### config.mk
export PLATFORM = sky130hd
export DESIGN_NAME = mem_stage_port
export DESIGN_NICKNAME = d
export VERILOG_FILES = /design/src/rtl/lc3b_types_pkg.sv /design/src/rtl/mem_stage_port_line_lane_select.sv /design/src/rtl/mem_stage_port.sv
export SDC_FILE = /design/constraint.sdc
export NUM_CORES = 1
export LEC_CHECK = 0
export ABC_CLOCK_PERIOD_IN_PS = 2100
export CAP_MARGIN = 15
export CORE_MARGIN = 10
export CORE_UTILIZATION = 41
export DETAILED_ROUTE_END_ITERATION = 12
export GPL_TIMING_DRIVEN = 0
export PLACE_DENSITY = 0.86
export REMOVE_ABC_BUFFERS = 1
export SYNTH_ARGS = -nofsm -noshare
export SYNTH_HDL_FRONTEND = slang
export SYNTH_SLANG_ARGS = --single-unit
### constraint.sdc
create_clock -name clk -period 2.1 [get_ports clk]
set_input_delay 0.63 -clock clk [delete_from_list [all_inputs] [get_ports clk]]
set_output_delay 0.63 -clock clk [all_outputs]
set_load 0.02 [all_outputs]
### src/rtl/lc3b_types_pkg.sv
// Shared types and width helpers for the memory-stage bus port.
package lc3b_types;

  typedef enum logic [1:0] {
    IDLE = 2'd0,
    BUSY = 2'd1,
    DONE = 2'd2
  } mem_port_state_t;

  function automatic int unsigned word_bytes(input int unsigned word_w);
    return word_w / 8;
  endfunction

  // Width of the word index within a line; at least one bit so it stays a legal vector.
  function automatic int unsigned lane_idx_w(input int unsigned word_w, input int unsigned line_w);
    return (line_w / word_w > 1) ? $clog2(line_w / word_w) : 1;
  endfunction

  function automatic int unsigned wait_cnt_w(input int unsigned timeout);
    return (timeout == 0) ? 1 : $clog2(timeout + 1);
  endfunction

endpackage

### src/rtl/mem_stage_port_line_lane_select.sv
// Word/byte lane steering between a datapath word and a wishbone line.
module line_lane_select
  import lc3b_types::*;
#(
  parameter int unsigned WORD_W = 16,
  parameter int unsigned LINE_W = 128,
  parameter int unsigned ADDR_W = 16
) (
  input  logic [ADDR_W-1:0]   addr,
  input  logic [WORD_W/8-1:0] byte_en,
  input  logic [WORD_W-1:0]   wdata,
  input  logic [LINE_W-1:0]   line,
  output logic [LINE_W/8-1:0] sel,
  output logic [LINE_W-1:0]   line_wdata,
  output logic [WORD_W-1:0]   rdata
);

  localparam int unsigned WB     = word_bytes(WORD_W);
  localparam int unsigned LB     = LINE_W / 8;
  localparam int unsigned NWORDS = LINE_W / WORD_W;
  localparam int unsigned IW     = lane_idx_w(WORD_W, LINE_W);
  localparam int unsigned OFF_W  = $clog2(WB);

  logic [IW-1:0] idx;

  // Masking with NWORDS-1 also yields idx=0 when the line holds a single word.
  assign idx        = IW'((addr >> OFF_W) & ADDR_W'(NWORDS - 1));
  assign sel        = LB'(byte_en) << (WB * 32'(idx));
  assign line_wdata = LINE_W'(wdata) << (WORD_W * 32'(idx));
  assign rdata      = WORD_W'(line >> (WORD_W * 32'(idx)));

endmodule

### src/rtl/mem_stage_port.sv
// Memory-stage wishbone port: holds a load/store on the bus until ACK or
// timeout, stalling the pipeline, with misalignment and flush handling.
module mem_stage_port
  import lc3b_types::*;
#(
  parameter int unsigned WORD_W  = 16,
  parameter int unsigned LINE_W  = 128,
  parameter int unsigned ADDR_W  = 16,
  parameter int unsigned TIMEOUT = 0
) (
  input  logic                clk,
  input  logic                rst,
  input  logic                req_valid,
  input  logic                req_write,
  input  logic [WORD_W/8-1:0] req_byte_en,
  input  logic [ADDR_W-1:0]   req_addr,
  input  logic [WORD_W-1:0]   req_wdata,
  input  logic                flush,
  output logic                stall,
  output logic                rsp_valid,
  output logic [WORD_W-1:0]   rsp_rdata,
  output logic                rsp_err,
  output logic [ADDR_W-1:0]   wb_adr,
  output logic [LINE_W-1:0]   wb_dat_m,
  input  logic [LINE_W-1:0]   wb_dat_s,
  output logic [LINE_W/8-1:0] wb_sel,
  output logic                wb_we,
  output logic                wb_stb,
  output logic                wb_cyc,
  input  logic                wb_ack
);

  localparam int unsigned WB      = word_bytes(WORD_W);
  localparam int unsigned LB      = LINE_W / 8;
  localparam int unsigned CNT_W   = wait_cnt_w(TIMEOUT);
  localparam int unsigned TO_LAST = (TIMEOUT == 0) ? 0 : TIMEOUT - 1;

  mem_port_state_t state, state_d;

  logic [CNT_W-1:0]  cnt, cnt_d;
  logic              kill, kill_d;
  logic              rsp_valid_d, rsp_err_d;
  logic [WORD_W-1:0] rsp_rdata_d;
  logic [ADDR_W-1:0] wb_adr_d;
  logic [LINE_W-1:0] wb_dat_m_d;
  logic [LB-1:0]     wb_sel_d;
  logic              wb_we_d, wb_cyc_d;

  logic [ADDR_W-1:0] lane_addr;
  logic [LB-1:0]     lane_sel;
  logic [LINE_W-1:0] lane_wdata;
  logic [WORD_W-1:0] lane_rdata;
  logic              misaligned;
  logic              timeout_hit;
  logic              killed;

  // Steering uses the incoming request in IDLE and the held address while on the bus.
  assign lane_addr = (state == IDLE) ? req_addr : wb_adr;

  line_lane_select #(
    .WORD_W (WORD_W),
    .LINE_W (LINE_W),
    .ADDR_W (ADDR_W)
  ) u_lane (
    .addr       (lane_addr),
    .byte_en    (req_byte_en),
    .wdata      (req_wdata),
    .line       (wb_dat_s),
    .sel        (lane_sel),
    .line_wdata (lane_wdata),
    .rdata      (lane_rdata)
  );

  assign misaligned  = (&req_byte_en) && ((req_addr & ADDR_W'(WB - 1)) != '0);
  assign timeout_hit = (TIMEOUT != 0) && (cnt == CNT_W'(TO_LAST));
  assign killed      = kill | flush;

  assign stall  = ~rst & req_valid & ~flush & (state != DONE);
  assign wb_stb = wb_cyc;

  // Next-state and next-register values.
  always_comb begin
    state_d     = state;
    cnt_d       = cnt;
    kill_d      = kill;
    rsp_valid_d = 1'b0;
    rsp_err_d   = 1'b0;
    rsp_rdata_d = rsp_rdata;
    wb_adr_d    = wb_adr;
    wb_dat_m_d  = wb_dat_m;
    wb_sel_d    = wb_sel;
    wb_we_d     = wb_we;
    wb_cyc_d    = wb_cyc;

    unique case (state)
      IDLE: begin
        if (req_valid && !flush) begin
          wb_adr_d   = req_addr;
          wb_we_d    = req_write;
          wb_sel_d   = lane_sel;
          wb_dat_m_d = lane_wdata;
          cnt_d      = '0;
          kill_d     = 1'b0;
          if (misaligned) begin
            state_d     = DONE;
            rsp_valid_d = 1'b1;
            rsp_err_d   = 1'b1;
            rsp_rdata_d = '0;
          end else begin
            state_d  = BUSY;
            wb_cyc_d = 1'b1;
          end
        end
      end
      BUSY: begin
        if (cnt != {CNT_W{1'b1}}) cnt_d = cnt + CNT_W'(1);
        if (flush) kill_d = 1'b1;
        // ACK takes priority over a timeout landing in the same cycle.
        if (wb_ack) begin
          state_d     = DONE;
          wb_cyc_d    = 1'b0;
          rsp_valid_d = ~killed;
          rsp_rdata_d = lane_rdata;
        end else if (timeout_hit) begin
          state_d     = DONE;
          wb_cyc_d    = 1'b0;
          rsp_valid_d = ~killed;
          rsp_err_d   = ~killed;
          rsp_rdata_d = '0;
        end
      end
      DONE: begin
        state_d = IDLE;
        kill_d  = 1'b0;
        cnt_d   = '0;
      end
      default: begin
        state_d  = IDLE;
        wb_cyc_d = 1'b0;
      end
    endcase
  end

  always_ff @(posedge clk) begin
    if (rst) begin
      state     <= IDLE;
      cnt       <= '0;
      kill      <= 1'b0;
      rsp_valid <= 1'b0;
      rsp_err   <= 1'b0;
      rsp_rdata <= '0;
      wb_adr    <= '0;
      wb_dat_m  <= '0;
      wb_sel    <= '0;
      wb_we     <= 1'b0;
      wb_cyc    <= 1'b0;
    end else begin
      state     <= state_d;
      cnt       <= cnt_d;
      kill      <= kill_d;
      rsp_valid <= rsp_valid_d;
      rsp_err   <= rsp_err_d;
      rsp_rdata <= rsp_rdata_d;
      wb_adr    <= wb_adr_d;
      wb_dat_m  <= wb_dat_m_d;
      wb_sel    <= wb_sel_d;
      wb_we     <= wb_we_d;
      wb_cyc    <= wb_cyc_d;
    end
  end

endmodule

==> flow_results.xml, run 1 <==
<?xml version="1.0" encoding="UTF-8"?>
<metrics>
  <group name="synthesis">
    <metric name="synthesis.area" unit="mm2">0.00748</metric>
    <metric name="yosys.cell_types.count" unit="">38</metric>
    <metric name="yosys_register_bits" unit="">183</metric>
    <metric name="synth_top_cells_by_count" unit="">sky130_fd_sc_hd__dfxtp_1 (183), sky130_fd_sc_hd__nor2_1 (141), sky130_fd_sc_hd__nand2_1 (140)</metric>
    <metric name="netlist.area_leader.share" unit="">0.490</metric>
    <metric name="yosys-top-cells-area" unit="">sky130_fd_sc_hd__dfxtp_1 (49%), sky130_fd_sc_hd__a22oi_1 (13%), sky130_fd_sc_hd__nor2_1 (7.1%), sky130_fd_sc_hd__nand2_1 (7.0%), sky130_fd_sc_hd__buf_2 (2.2%)</metric>
    <metric name="syn_avg_cell_area" unit="um2">8.86</metric>
    <metric name="post-synth-top-count-cell" unit="">sky130_fd_sc_hd__dfxtp_1</metric>
    <metric name="syn-instance-count" unit="">844</metric>
    <metric name="ys_warn_count" unit="">0</metric>
    <metric name="synth-seq-area-share" unit="">0.490</metric>
    <metric name="dominant_cell_type_by_area_after_synthesis" unit="">sky130_fd_sc_hd__dfxtp_1</metric>
    <metric name="synth_edf_count" unit="">0</metric>
    <metric name="async_reset_ff_frac" unit="">0</metric>
    <metric name="dominantRegCellSynth" unit="">sky130_fd_sc_hd__dfxtp_1</metric>
  </group>
  <group name="floorplan">
    <metric name="core_area" unit="mm2">0.0180</metric>
    <metric name="placement_rows" unit="">49</metric>
    <metric name="floorplan.die.height" unit="um">155</metric>
    <metric name="die_area" unit="mm2">0.0240</metric>
    <metric name="floorplan_die_width" unit="um">155</metric>
    <metric name="num_io_pins" unit="">350</metric>
    <metric name="floorplan.initialDensity" unit="">0.416</metric>
  </group>
  <group name="timing">
    <metric name="finClkSkew" unit="ps">11.8</metric>
    <metric name="worst-slew-pin-transition" unit="ps">732</metric>
    <metric name="fin_crit" unit="ps">2090</metric>
    <metric name="finalHoldViolCount" unit="">0</metric>
    <metric name="final.setup.worst_slack" unit="ps">13.6</metric>
    <metric name="max_freq" unit="GHz">0.479</metric>
    <metric name="timing.final.crit_share" unit="">0.994</metric>
    <metric name="timing_max_transition_violations_final" unit="">0</metric>
    <metric name="slew-limit-headroom" unit="">0.512</metric>
    <metric name="setup-violations-final" unit="">0</metric>
  </group>
  <group name="detailed_routing">
    <metric name="drt_drc_violations_left" unit="">0</metric>
    <metric name="dr.first_iter.drc_count" unit="">454</metric>
    <metric name="met3WireLength" unit="um">3560</metric>
    <metric name="postRouteAntennaNets" unit="">0</metric>
    <metric name="post_drt_wl_per_cell" unit="um">21.6</metric>
    <metric name="wl_met1" unit="um">11200</metric>
    <metric name="avgViaCountPerCell" unit="">5.54</metric>
    <metric name="route.top_layer_used" unit="">met4</metric>
    <metric name="vias_post_dr" unit="">7800</metric>
    <metric name="drt_pre_antenna_iters" unit="">5</metric>
    <metric name="wl_met2" unit="um">15000</metric>
    <metric name="wirelength" unit="um">30500</metric>
  </group>
  <group name="placed_design">
    <metric name="numPortBuffers" unit="">349</metric>
    <metric name="post_dp_cell_area" unit="mm2">0.0111</metric>
    <metric name="dp_worst_setup_slack" unit="ps">-1580</metric>
    <metric name="post-dp-hpwl" unit="um">21500</metric>
    <metric name="gp_congestion" unit="">0.859</metric>
  </group>
  <group name="final_layout">
    <metric name="fin_area" unit="mm2">0.0120</metric>
    <metric name="nets" unit="">1333</metric>
    <metric name="area_delta_synth_final" unit="%">60.7</metric>
    <metric name="utilization" unit="">0.669</metric>
    <metric name="post_route_cells_drive_above_1_share" unit="">0.0934</metric>
  </group>
  <group name="critical_path">
    <metric name="worstSetupPathType" unit="">primary input to register</metric>
    <metric name="critPathMaxStageDelay" unit="ps">640</metric>
    <metric name="worst_ep_required_time" unit="ps">2470</metric>
    <metric name="startpoint_type" unit="">primary input</metric>
    <metric name="critical_path_peak_fanout" unit="">16</metric>
    <metric name="worstSetupEndpointType" unit="">register</metric>
    <metric name="arrival" unit="ps">2450</metric>
    <metric name="slowest_stage" unit="">sky130_fd_sc_hd__or3_1</metric>
    <metric name="crit_path_cell_trace" unit="">clkdlybuf4s50_1 &gt; nand2_1 &gt; or3_1 &gt; a31oi_1 &gt; a32o_1</metric>
  </group>
  <group name="clocking">
    <metric name="cts-root-to-sink-buffers" unit="">2</metric>
    <metric name="clk_pin_slew_worst_paths" unit="ps">70</metric>
    <metric name="cts-buffers-inserted" unit="">17</metric>
    <metric name="tritoncts" unit="">built</metric>
    <metric name="insertion_delay" unit="ps">430</metric>
    <metric name="clkSinkCount" unit="">183</metric>
    <metric name="cts_hold_buffers" unit="">0</metric>
    <metric name="cts.root.buffer_cell" unit="">sky130_fd_sc_hd__clkbuf_16</metric>
    <metric name="cts-htree-levels" unit="">4</metric>
  </group>
  <group name="global_routing">
    <metric name="grt_use_total" unit="">0.237</metric>
    <metric name="grt-ovfl-total" unit="">0</metric>
    <metric name="antenna_found_initial" unit="">1</metric>
    <metric name="grt_first_pass_wirelength" unit="um">45100</metric>
    <metric name="grt_pass1_vias" unit="">7590</metric>
    <metric name="pin_count_of_the_biggest_net_entering_global_routing" unit="">104</metric>
  </group>
  <group name="power">
    <metric name="p_total" unit="mW">8.07</metric>
    <metric name="vdd_drop_max" unit="V">0.000551</metric>
    <metric name="powerDensity" unit="mW/mm2">671</metric>
    <metric name="cellLeakagePower" unit="nW">4.61</metric>
  </group>
  <group name="flow_run">
    <metric name="maxCapViolations" unit="">0</metric>
  </group>
  <group name="run_status">
    <metric name="status" unit="">completed</metric>
  </group>
  <group name="min_path">
    <metric name="hp-class" unit="">register to register</metric>
  </group>
</metrics>
[kinds of logic (layout without fill, tap and decap cells)]
group           count (synthesis)  in the layout  synth area share
compound gates                221            221             0.225
other cells                     0              1                 0
flops                         183            183             0.490
mux                            20             22            0.0310
simple gates                  329            329             0.195
buf+inv                        91            423            0.0587
[layout by cell type, fill, tap and decap left out, drive strengths merged, types with 8 or more instances in the layout]
| master | netlist | final |
|---|---|---|
| clkdlybuf4s50 | 0 | 323 |
| dfxtp | 183 | 183 |
| nor2 | 144 | 144 |
| nand2 | 141 | 141 |
| a22oi | 140 | 140 |
| buf | 48 | 42 |
| a21oi | 24 | 24 |
| clkbuf | 41 | 19 |
| nand3 | 18 | 18 |
| mux2i | 18 | 18 |
| a31oi | 17 | 17 |
| a32oi | 16 | 16 |
| a32o | 16 | 16 |
| dlymetal6s2s | 0 | 15 |
| nor3 | 9 | 9 |
| inv | 2 | 9 |
| dlygate4sd2 | 0 | 8 |
[what timing repair did]
action | in CTS | in global routing
pin swaps | 10 | 4
cloned | 1 | 1
gates resized for setup | 20 | 23
buffers inserted | 18 | 8
endpoints found under the setup margin | 165 | 115
endpoints found under the hold margin | 0 | 0
[power by group]
part | switching (mW) | total [mW] | internal (mW)
Clock | 1.51 | 3.21 | 1.69
Sequential | 0.0429 | 3.57 | 3.53
Combinational | 0.665 | 1.29 | 0.626
Total | 2.22 | 8.07 | 5.85
[cell type report]
class                      count  area (um2)
fill                        1367        5940
clock inverter                14         159
timing repair buffer         389        4010
multi-input combinational    572        3460
inverter                       2        7.51
antenna                        1        2.50
tap                          229         287
sequential                   183        3670
clock buffer                  18         429
[metrics by stage]
step	hold WS, ps	setup TNS, ps	instances
2_1_floorplan	468	-459030	755
3_5_place_dp	451	-181720	1347
4_1_cts	455	0	1398
6_report	452	0	1408
3_3_place_gp	438	-1041570	1333
5_1_grt	482	-0.0500	1408
[final timing paths]
check	start	slack, ps	endpoint	cells past startpoint
worst min register to register	wb_sel[0]	450	wb_sel[0]	2
worst max-delay path	wb_ack	10	rsp_rdata[3]	5
worst min-delay path	wb_sel[0]	450	wb_sel[0]	2
worst max register to register	state[1]	70	rsp_rdata[3]	7
[worst max-delay path: cells and delay by family]
kind,cells,cell delay [ps]
compound gates,2,610
simple gates,2,730
buf+inv,1,480
[routing by layer]
layer / vias to the layer above / track usage
met2: 366 / 0.401
met3: 37 / 0.105
met1: 3775 / 0.261
met5: - / 0
li1: 3622 / -
met4: 0 / 0.0706
[registers in the layout, summed over array words and instances (netlist names)]
register and flops:
kill 1, rsp_err 1, rsp_rdata 16, rsp_valid 1, state 2, wb_adr 16
wb_cyc 1, wb_dat_m 128, wb_sel 16, wb_we 1
No activity file was read; power rests on OpenSTA's default activity.
==> run 2: changes to the inputs <==
--- a/config.mk
+++ b/config.mk
@@ -12,7 +12,6 @@
 export DETAILED_ROUTE_END_ITERATION = 12
 export GPL_TIMING_DRIVEN = 0
 export PLACE_DENSITY = 0.86
-export REMOVE_ABC_BUFFERS = 1
 export SYNTH_ARGS = -nofsm -noshare
 export SYNTH_HDL_FRONTEND = slang
 export SYNTH_SLANG_ARGS = --single-unit
==> run 2 against run 1 <==
  * Clock-buffer cell count unchanged
  * Global-route usage increased by 2.3 points
  * Final area increased by 0.21%
  * Die area unchanged
  * Clock skew decreased by 1.3 ps
  * Non-clock buffer count increased by 49
  * Utilization increased by 0.14 points
  * Largest power group unchanged
==> flow_results.xml, run 2 (same netlist as run 1, synthesis figures left out) <==
<?xml version="1.0" encoding="UTF-8"?>
<metrics>
  <group name="final_layout">
    <metric name="final_instance_count_without_filler_cells" unit="">1460</metric>
    <metric name="post_route_cells_drive_above_1_share" unit="">0.126</metric>
    <metric name="largest_register_ffs" unit="">128</metric>
    <metric name="ff_latch_area" unit="mm2">0.00366</metric>
    <metric name="layout_common_cells" unit="">sky130_fd_sc_hd__clkdlybuf4s50_1 (314), sky130_fd_sc_hd__dfxtp_1 (182), sky130_fd_sc_hd__nor2_1 (140), sky130_fd_sc_hd__nand2_1 (140), sky130_fd_sc_hd__a22oi_1 (130)</metric>
    <metric name="multi_input_gate_area" unit="mm2">0.00344</metric>
    <metric name="nets" unit="">1380</metric>
    <metric name="layout_commonest_cell" unit="">sky130_fd_sc_hd__clkdlybuf4s50_1</metric>
    <metric name="area_delta_synth_final" unit="%">61.1</metric>
    <metric name="max_flop_register" unit="">wb_dat_m</metric>
    <metric name="fillers" unit="">1433</metric>
  </group>
  <group name="global_routing">
    <metric name="grt_pass1_vias" unit="">7861</metric>
    <metric name="antenna_found_initial" unit="">5</metric>
    <metric name="pin_count_of_the_biggest_net_entering_global_routing" unit="">18</metric>
    <metric name="grt_use_total" unit="">0.260</metric>
    <metric name="grt_first_pass_wirelength" unit="um">48600</metric>
    <metric name="grt-ovfl-total" unit="">0</metric>
  </group>
  <group name="timing">
    <metric name="finClkSkew" unit="ps">10.6</metric>
    <metric name="slew-limit-headroom" unit="">0.547</metric>
    <metric name="max_freq" unit="GHz">0.482</metric>
    <metric name="setup-violations-final" unit="">0</metric>
    <metric name="timing.final.crit_share" unit="">0.988</metric>
    <metric name="finalHoldViolCount" unit="">0</metric>
    <metric name="worst-slew-pin-transition" unit="ps">679</metric>
    <metric name="final.setup.worst_slack" unit="ps">25.6</metric>
    <metric name="fin_crit" unit="ps">2070</metric>
    <metric name="timing_max_transition_violations_final" unit="">0</metric>
    <metric name="rsz0062_at_grt" unit="">yes</metric>
  </group>
  <group name="floorplan">
    <metric name="die_area" unit="mm2">0.0240</metric>
    <metric name="floorplan_die_width" unit="um">155</metric>
    <metric name="num_io_pins" unit="">350</metric>
    <metric name="floorplan.initialDensity" unit="">0.416</metric>
    <metric name="placement_rows" unit="">49</metric>
    <metric name="floorplan.die.height" unit="um">155</metric>
    <metric name="core_area" unit="mm2">0.0180</metric>
  </group>
  <group name="detailed_routing">
    <metric name="dr.first_iter.drc_count" unit="">549</metric>
    <metric name="vias_post_dr" unit="">8114</metric>
    <metric name="route.top_layer_used" unit="">met4</metric>
    <metric name="wl_met1" unit="um">12100</metric>
    <metric name="met3WireLength" unit="um">3400</metric>
    <metric name="drt_drc_violations_left" unit="">0</metric>
    <metric name="post_drt_wl_per_cell" unit="um">22.9</metric>
    <metric name="wl_met2" unit="um">16900</metric>
    <metric name="postRouteAntennaNets" unit="">0</metric>
    <metric name="wirelength" unit="um">33500</metric>
    <metric name="avgViaCountPerCell" unit="">5.56</metric>
    <metric name="drt_pre_antenna_iters" unit="">5</metric>
  </group>
  <group name="power">
    <metric name="cellLeakagePower" unit="nW">4.58</metric>
    <metric name="switching_share" unit="">0.267</metric>
    <metric name="pwr-share-comb" unit="">0.156</metric>
    <metric name="vdd_drop_max" unit="V">0.000549</metric>
    <metric name="power_switching" unit="mW">2.25</metric>
    <metric name="powerDensity" unit="mW/mm2">702</metric>
    <metric name="pwr-share-clk" unit="">0.422</metric>
    <metric name="seq_power_share" unit="">0.423</metric>
    <metric name="internal_power" unit="mW">6.20</metric>
  </group>
  <group name="clocking">
    <metric name="cts-buffers-inserted" unit="">17</metric>
    <metric name="cts-root-to-sink-buffers" unit="">2</metric>
    <metric name="clk_pin_slew_worst_paths" unit="ps">70</metric>
    <metric name="cts-htree-levels" unit="">4</metric>
    <metric name="cts.root.buffer_cell" unit="">sky130_fd_sc_hd__clkbuf_16</metric>
    <metric name="clkSinkCount" unit="">183</metric>
    <metric name="cts_hold_buffers" unit="">0</metric>
    <metric name="insertion_delay" unit="ps">430</metric>
    <metric name="tritoncts" unit="">built</metric>
  </group>
  <group name="critical_path">
    <metric name="arrival" unit="ps">1440</metric>
    <metric name="critical_path_peak_fanout" unit="">2</metric>
    <metric name="critPathMaxStageDelay" unit="ps">660</metric>
    <metric name="crit_path_cell_trace" unit="">clkdlybuf4s50_1</metric>
    <metric name="path_depth" unit="">1</metric>
    <metric name="startpoint_type" unit="">register</metric>
    <metric name="worstRegToRegCells" unit="">8</metric>
    <metric name="critical_path.n_buffers_inverters" unit="">1</metric>
    <metric name="slowest_stage" unit="">sky130_fd_sc_hd__clkdlybuf4s50_1</metric>
    <metric name="cp_top_family" unit="">buffers and inverters</metric>
    <metric name="worstSetupEndpointType" unit="">primary output</metric>
    <metric name="worstSetupPathType" unit="">register to primary output</metric>
    <metric name="worst_ep_required_time" unit="ps">1470</metric>
  </group>
  <group name="synthesis">
    <metric name="synthesis.nets" unit="">1012</metric>
  </group>
  <group name="placed_design">
    <metric name="gp_congestion" unit="">0.936</metric>
    <metric name="dp_worst_setup_slack" unit="ps">-1010</metric>
    <metric name="post-dp-hpwl" unit="um">25400</metric>
    <metric name="numPortBuffers" unit="">329</metric>
    <metric name="placedCellCount" unit="">1402</metric>
  </group>
  <group name="flow_run">
    <metric name="maxCapViolations" unit="">0</metric>
  </group>
  <group name="min_path">
    <metric name="hp-class" unit="">register to register</metric>
    <metric name="hold-path-cell-count" unit="">2</metric>
  </group>
  <group name="run_status">
    <metric name="status" unit="">completed</metric>
  </group>
</metrics>
==> run 2: cell count changes in the layout (fill, tap and decap cells not counted), moves of 4 or more <==
cell	change
sky130_fd_sc_hd__clkbuf_1	+21
sky130_fd_sc_hd__buf_2	+19
sky130_fd_sc_hd__buf_4	+19
sky130_fd_sc_hd__clkbuf_2	+11
sky130_fd_sc_hd__clkdlybuf4s50_1	-9
sky130_fd_sc_hd__dlymetal6s2s_1	-9
sky130_fd_sc_hd__buf_12	-6
sky130_fd_sc_hd__diode_2	+5
sky130_fd_sc_hd__buf_1	+4
sky130_fd_sc_hd__clkbuf_4	+4
sky130_fd_sc_hd__clkinvlp_4	-4
==> run 2: cell type report <==
cell class / instances / share of cell area
clock inverters: 14 / 0.0175
plain buffers: 89 / 0.0431
multi-input cells: 570 / 0.285
clock buffers: 18 / 0.0365
diodes: 6 / 0.00125
repair buffers: 349 / 0.288
flip-flops and latches: 183 / 0.304
well taps: 229 / 0.0238
inverters: 2 / 0.000623
==> run 2: power groups by stage <==
stage	Sequential (mW)	Clock, mW	Combinational, mW
floorplan	3.72	0	0.535
global placement	3.65	0	1.23
detailed placement	3.65	0	1.25
CTS	3.57	3.59	1.30
global route	3.58	3.70	1.40
finish	3.57	3.57	1.32
==> run 2: layer usage <==
| metal | vias up | GRT usage |
|---|---|---|
| met4 | 0 | 0.114 |
| met3 | 58 | 0.0877 |
| met5 | - | 0 |
| met1 | 3935 | 0.281 |
| li1 | 3736 | - |
| met2 | 385 | 0.451 |
==> run 2: through the flow <==
step / instance area (um2) / util / power (mW) / TNS (ps) / hold slack (ps)
2_1_floorplan: 7480 / - / 4.26 / 0 / 474
3_3_place_gp: 11100 / 0.616 / 4.88 / -148030 / 440
3_5_place_dp: 11100 / 0.616 / 4.90 / -159770 / 447
4_1_cts: 11900 / 0.665 / 8.46 / 0 / 455
5_1_grt: 12000 / 0.670 / 8.68 / -169 / 478
6_report: 12000 / 0.671 / 8.46 / 0 / 455
==> run 2: what timing repair did <==
action,in CTS,in global routing
endpoints found under the setup margin,186,79
gates resized for setup,57,26
setup buffers,16,4
pin swaps,7,3
gates cloned,0,0
==> run 2: final timing paths <==
kind | endpoint | from | slack (ps)
worst max register to register | rsp_rdata[8] | state[0] | 50
worst min register to register | wb_sel[5] | wb_sel[5] | 450
worst max-delay path | wb_sel[15] | wb_sel[15] | 30
worst min-delay path | wb_sel[5] | wb_sel[5] | 450
==> run 3: changes to the inputs <==
--- a/config.mk
+++ b/config.mk
@@ -11,6 +11,7 @@
 export CORE_UTILIZATION = 41
 export DETAILED_ROUTE_END_ITERATION = 12
 export GPL_TIMING_DRIVEN = 0
+export MAX_ROUTING_LAYER = met4
 export PLACE_DENSITY = 0.86
 export SYNTH_ARGS = -nofsm -noshare
 export SYNTH_HDL_FRONTEND = slang
==> run 3 against run 2 <==
  * Sequential share of layout area fell by 0.081 points
  * Cell count rose by 0.41%
  * Clock power fell by 12%
  * Total power fell by 4.6%
  * Wire length rose by 0.76%
  * Clock-buffer cell count did not move
  * Sequential cell count did not move
  * Register-to-register slack improved by 30 ps
  * Critical endpoint is now wb_dat_m[23]
  * Largest cell class unchanged
==> flow_results.xml, run 3 (same netlist as run 1, synthesis figures left out) <==
<?xml version="1.0" encoding="UTF-8"?>
<metrics>
  <group name="global_routing">
    <metric name="grt-ovfl-total" unit="">0</metric>
    <metric name="grt_pass1_vias" unit="">8034</metric>
    <metric name="pin_count_of_the_biggest_net_entering_global_routing" unit="">18</metric>
    <metric name="grt_first_pass_wirelength" unit="um">48600</metric>
    <metric name="grt_use_total" unit="">0.270</metric>
    <metric name="antenna_found_initial" unit="">6</metric>
  </group>
  <group name="clocking">
    <metric name="cts-buffers-inserted" unit="">17</metric>
    <metric name="cts.root.buffer_cell" unit="">sky130_fd_sc_hd__clkbuf_16</metric>
    <metric name="insertion_delay" unit="ps">440</metric>
    <metric name="cts_hold_buffers" unit="">0</metric>
    <metric name="cts-root-to-sink-buffers" unit="">2</metric>
    <metric name="clkSinkCount" unit="">183</metric>
    <metric name="clk_pin_slew_worst_paths" unit="ps">70</metric>
    <metric name="tritoncts" unit="">built</metric>
    <metric name="cts-htree-levels" unit="">4</metric>
  </group>
  <group name="detailed_routing">
    <metric name="vias_post_dr" unit="">8145</metric>
    <metric name="drt_drc_violations_left" unit="">0</metric>
    <metric name="postRouteAntennaNets" unit="">0</metric>
    <metric name="drt_pre_antenna_iters" unit="">6</metric>
    <metric name="avgViaCountPerCell" unit="">5.56</metric>
    <metric name="wirelength" unit="um">33700</metric>
    <metric name="post_drt_wl_per_cell" unit="um">23.0</metric>
    <metric name="dr.first_iter.drc_count" unit="">549</metric>
  </group>
  <group name="critical_path">
    <metric name="critPathMaxStageDelay" unit="ps">650</metric>
    <metric name="critical_path_peak_fanout" unit="">2</metric>
    <metric name="slowest_stage" unit="">sky130_fd_sc_hd__clkdlybuf4s50_1</metric>
    <metric name="reg2reg_slack" unit="ps">80</metric>
    <metric name="cp_top_family" unit="">buffers and inverters</metric>
    <metric name="worstSetupPathType" unit="">register to primary output</metric>
    <metric name="startpoint_type" unit="">register</metric>
    <metric name="worst_ep_required_time" unit="ps">1470</metric>
    <metric name="critical_path.n_buffers_inverters" unit="">1</metric>
    <metric name="crit_path_cell_trace" unit="">clkdlybuf4s50_1</metric>
    <metric name="arrival" unit="ps">1450</metric>
    <metric name="worstSetupEndpointType" unit="">primary output</metric>
  </group>
  <group name="timing">
    <metric name="worst-slew-pin-transition" unit="ps">656</metric>
    <metric name="setup_total_negative_slack" unit="ps">0</metric>
    <metric name="finClkSkew" unit="ps">19.9</metric>
    <metric name="slew-limit-headroom" unit="">0.562</metric>
    <metric name="final.hold.worst_slack" unit="ps">459</metric>
    <metric name="timing_max_transition_violations_final" unit="">0</metric>
    <metric name="setup-violations-final" unit="">0</metric>
    <metric name="finalHoldViolCount" unit="">0</metric>
    <metric name="max_freq" unit="GHz">0.481</metric>
    <metric name="timing.final.crit_share" unit="">0.989</metric>
    <metric name="fin_crit" unit="ps">2080</metric>
    <metric name="rsz0062_at_grt" unit="">no</metric>
  </group>
  <group name="min_path">
    <metric name="hp-class" unit="">register to register</metric>
  </group>
  <group name="placed_design">
    <metric name="post-dp-hpwl" unit="um">25600</metric>
    <metric name="numPortBuffers" unit="">329</metric>
    <metric name="gp_congestion" unit="">0.944</metric>
  </group>
  <group name="power">
    <metric name="vdd_drop_max" unit="V">0.000565</metric>
    <metric name="cellLeakagePower" unit="nW">4.66</metric>
    <metric name="p_total" unit="mW">8.06</metric>
    <metric name="powerDensity" unit="mW/mm2">667</metric>
  </group>
  <group name="final_layout">
    <metric name="layout_common_cells" unit="">sky130_fd_sc_hd__clkdlybuf4s50_1 (310), sky130_fd_sc_hd__dfxtp_1 (181), sky130_fd_sc_hd__nor2_1 (140), sky130_fd_sc_hd__nand2_1 (140), sky130_fd_sc_hd__a22oi_1 (128)</metric>
    <metric name="area_delta_synth_final" unit="%">61.6</metric>
    <metric name="nets" unit="">1386</metric>
    <metric name="post_route_cells_drive_above_1_share" unit="">0.132</metric>
    <metric name="largest_register_ffs" unit="">128</metric>
    <metric name="max_flop_register" unit="">wb_dat_m</metric>
    <metric name="layout_commonest_cell" unit="">sky130_fd_sc_hd__clkdlybuf4s50_1</metric>
  </group>
  <group name="floorplan">
    <metric name="floorplan.die.height" unit="um">155</metric>
    <metric name="floorplan_die_width" unit="um">155</metric>
    <metric name="core_area" unit="mm2">0.0180</metric>
    <metric name="die_area" unit="mm2">0.0240</metric>
    <metric name="floorplan.initialDensity" unit="">0.416</metric>
    <metric name="placement_rows" unit="">49</metric>
    <metric name="num_io_pins" unit="">350</metric>
  </group>
  <group name="synthesis">
    <metric name="synthesis.nets" unit="">1012</metric>
  </group>
  <group name="run_status">
    <metric name="status" unit="">completed</metric>
  </group>
  <group name="flow_run">
    <metric name="maxCapViolations" unit="">0</metric>
  </group>
</metrics>
-- run 3: cell count changes in the layout (fill, tap and decap cells not counted), moves of 2 or more --
cell,previous run,this run
sky130_fd_sc_hd__a22oi_1,130,128
sky130_fd_sc_hd__a22oi_2,10,12
sky130_fd_sc_hd__buf_6,5,8
sky130_fd_sc_hd__bufinv_16,4,1
sky130_fd_sc_hd__clkbuf_1,22,24
sky130_fd_sc_hd__clkdlybuf4s50_1,314,310
sky130_fd_sc_hd__clkinvlp_4,0,2
sky130_fd_sc_hd__dlymetal6s2s_1,6,11
sky130_fd_sc_hd__inv_6,3,5
-- run 3: timing repair --
item | in CTS | in global routing
pin swaps | 8 | 8
setup endpoints to repair | 185 | 90
gates cloned | 0 | 1
hold endpoints to repair | 0 | 0
setup buffers | 18 | 7
resized for setup | 54 | 45
-- run 3: path summary, 6_finish.rpt --
check                    start      endpoint  depth (start not counted)
setup reg to reg      state[0]  wb_dat_m[23]                          9
setup / recovery  wb_dat_m[23]  wb_dat_m[23]                          1
hold reg to reg      wb_sel[0]     wb_sel[0]                          2
hold / removal       wb_sel[0]     wb_sel[0]                          2
-- run 3: per-stage QoR --
step,utilization,instance area [um2],cells,setup WS [ps]
after floorplan,-,7480,844,113
after detailed placement,0.616,11100,1402,-1010
final,0.673,12100,1466,23.1
after CTS,0.661,11900,1452,1.82
after global routing,0.673,12100,1466,0.370
after global placement,0.616,11100,1402,-954
-- run 3: area by class of cell --
class	count	area, um2
timing repair buffer	355	3550
antenna	6	15.0
fill	1433	5880
buffer	89	538
tap	229	287
sequential	183	3670
multi-input combinational	570	3450
clock buffer	18	429
inverter	2	7.51
clock inverter	14	138
-- run 3: routing by layer --
layer  vias to the layer above  share of wire  wire (um)  GRT usage
met3                        62           0.11       3550      0.100
met1                      3937           0.36      12200      0.275
met5                         -              0          0          -
li1                       3745              -          -          -
met2                       401           0.50      16800      0.457
met4                         0          0.036       1200      0.117
-- run 3: power breakdown --
part           switching [mW]  internal [mW]
Clock                    1.47           1.67
Combinational           0.722          0.623
Sequential             0.0418           3.53
Total                    2.24           5.83
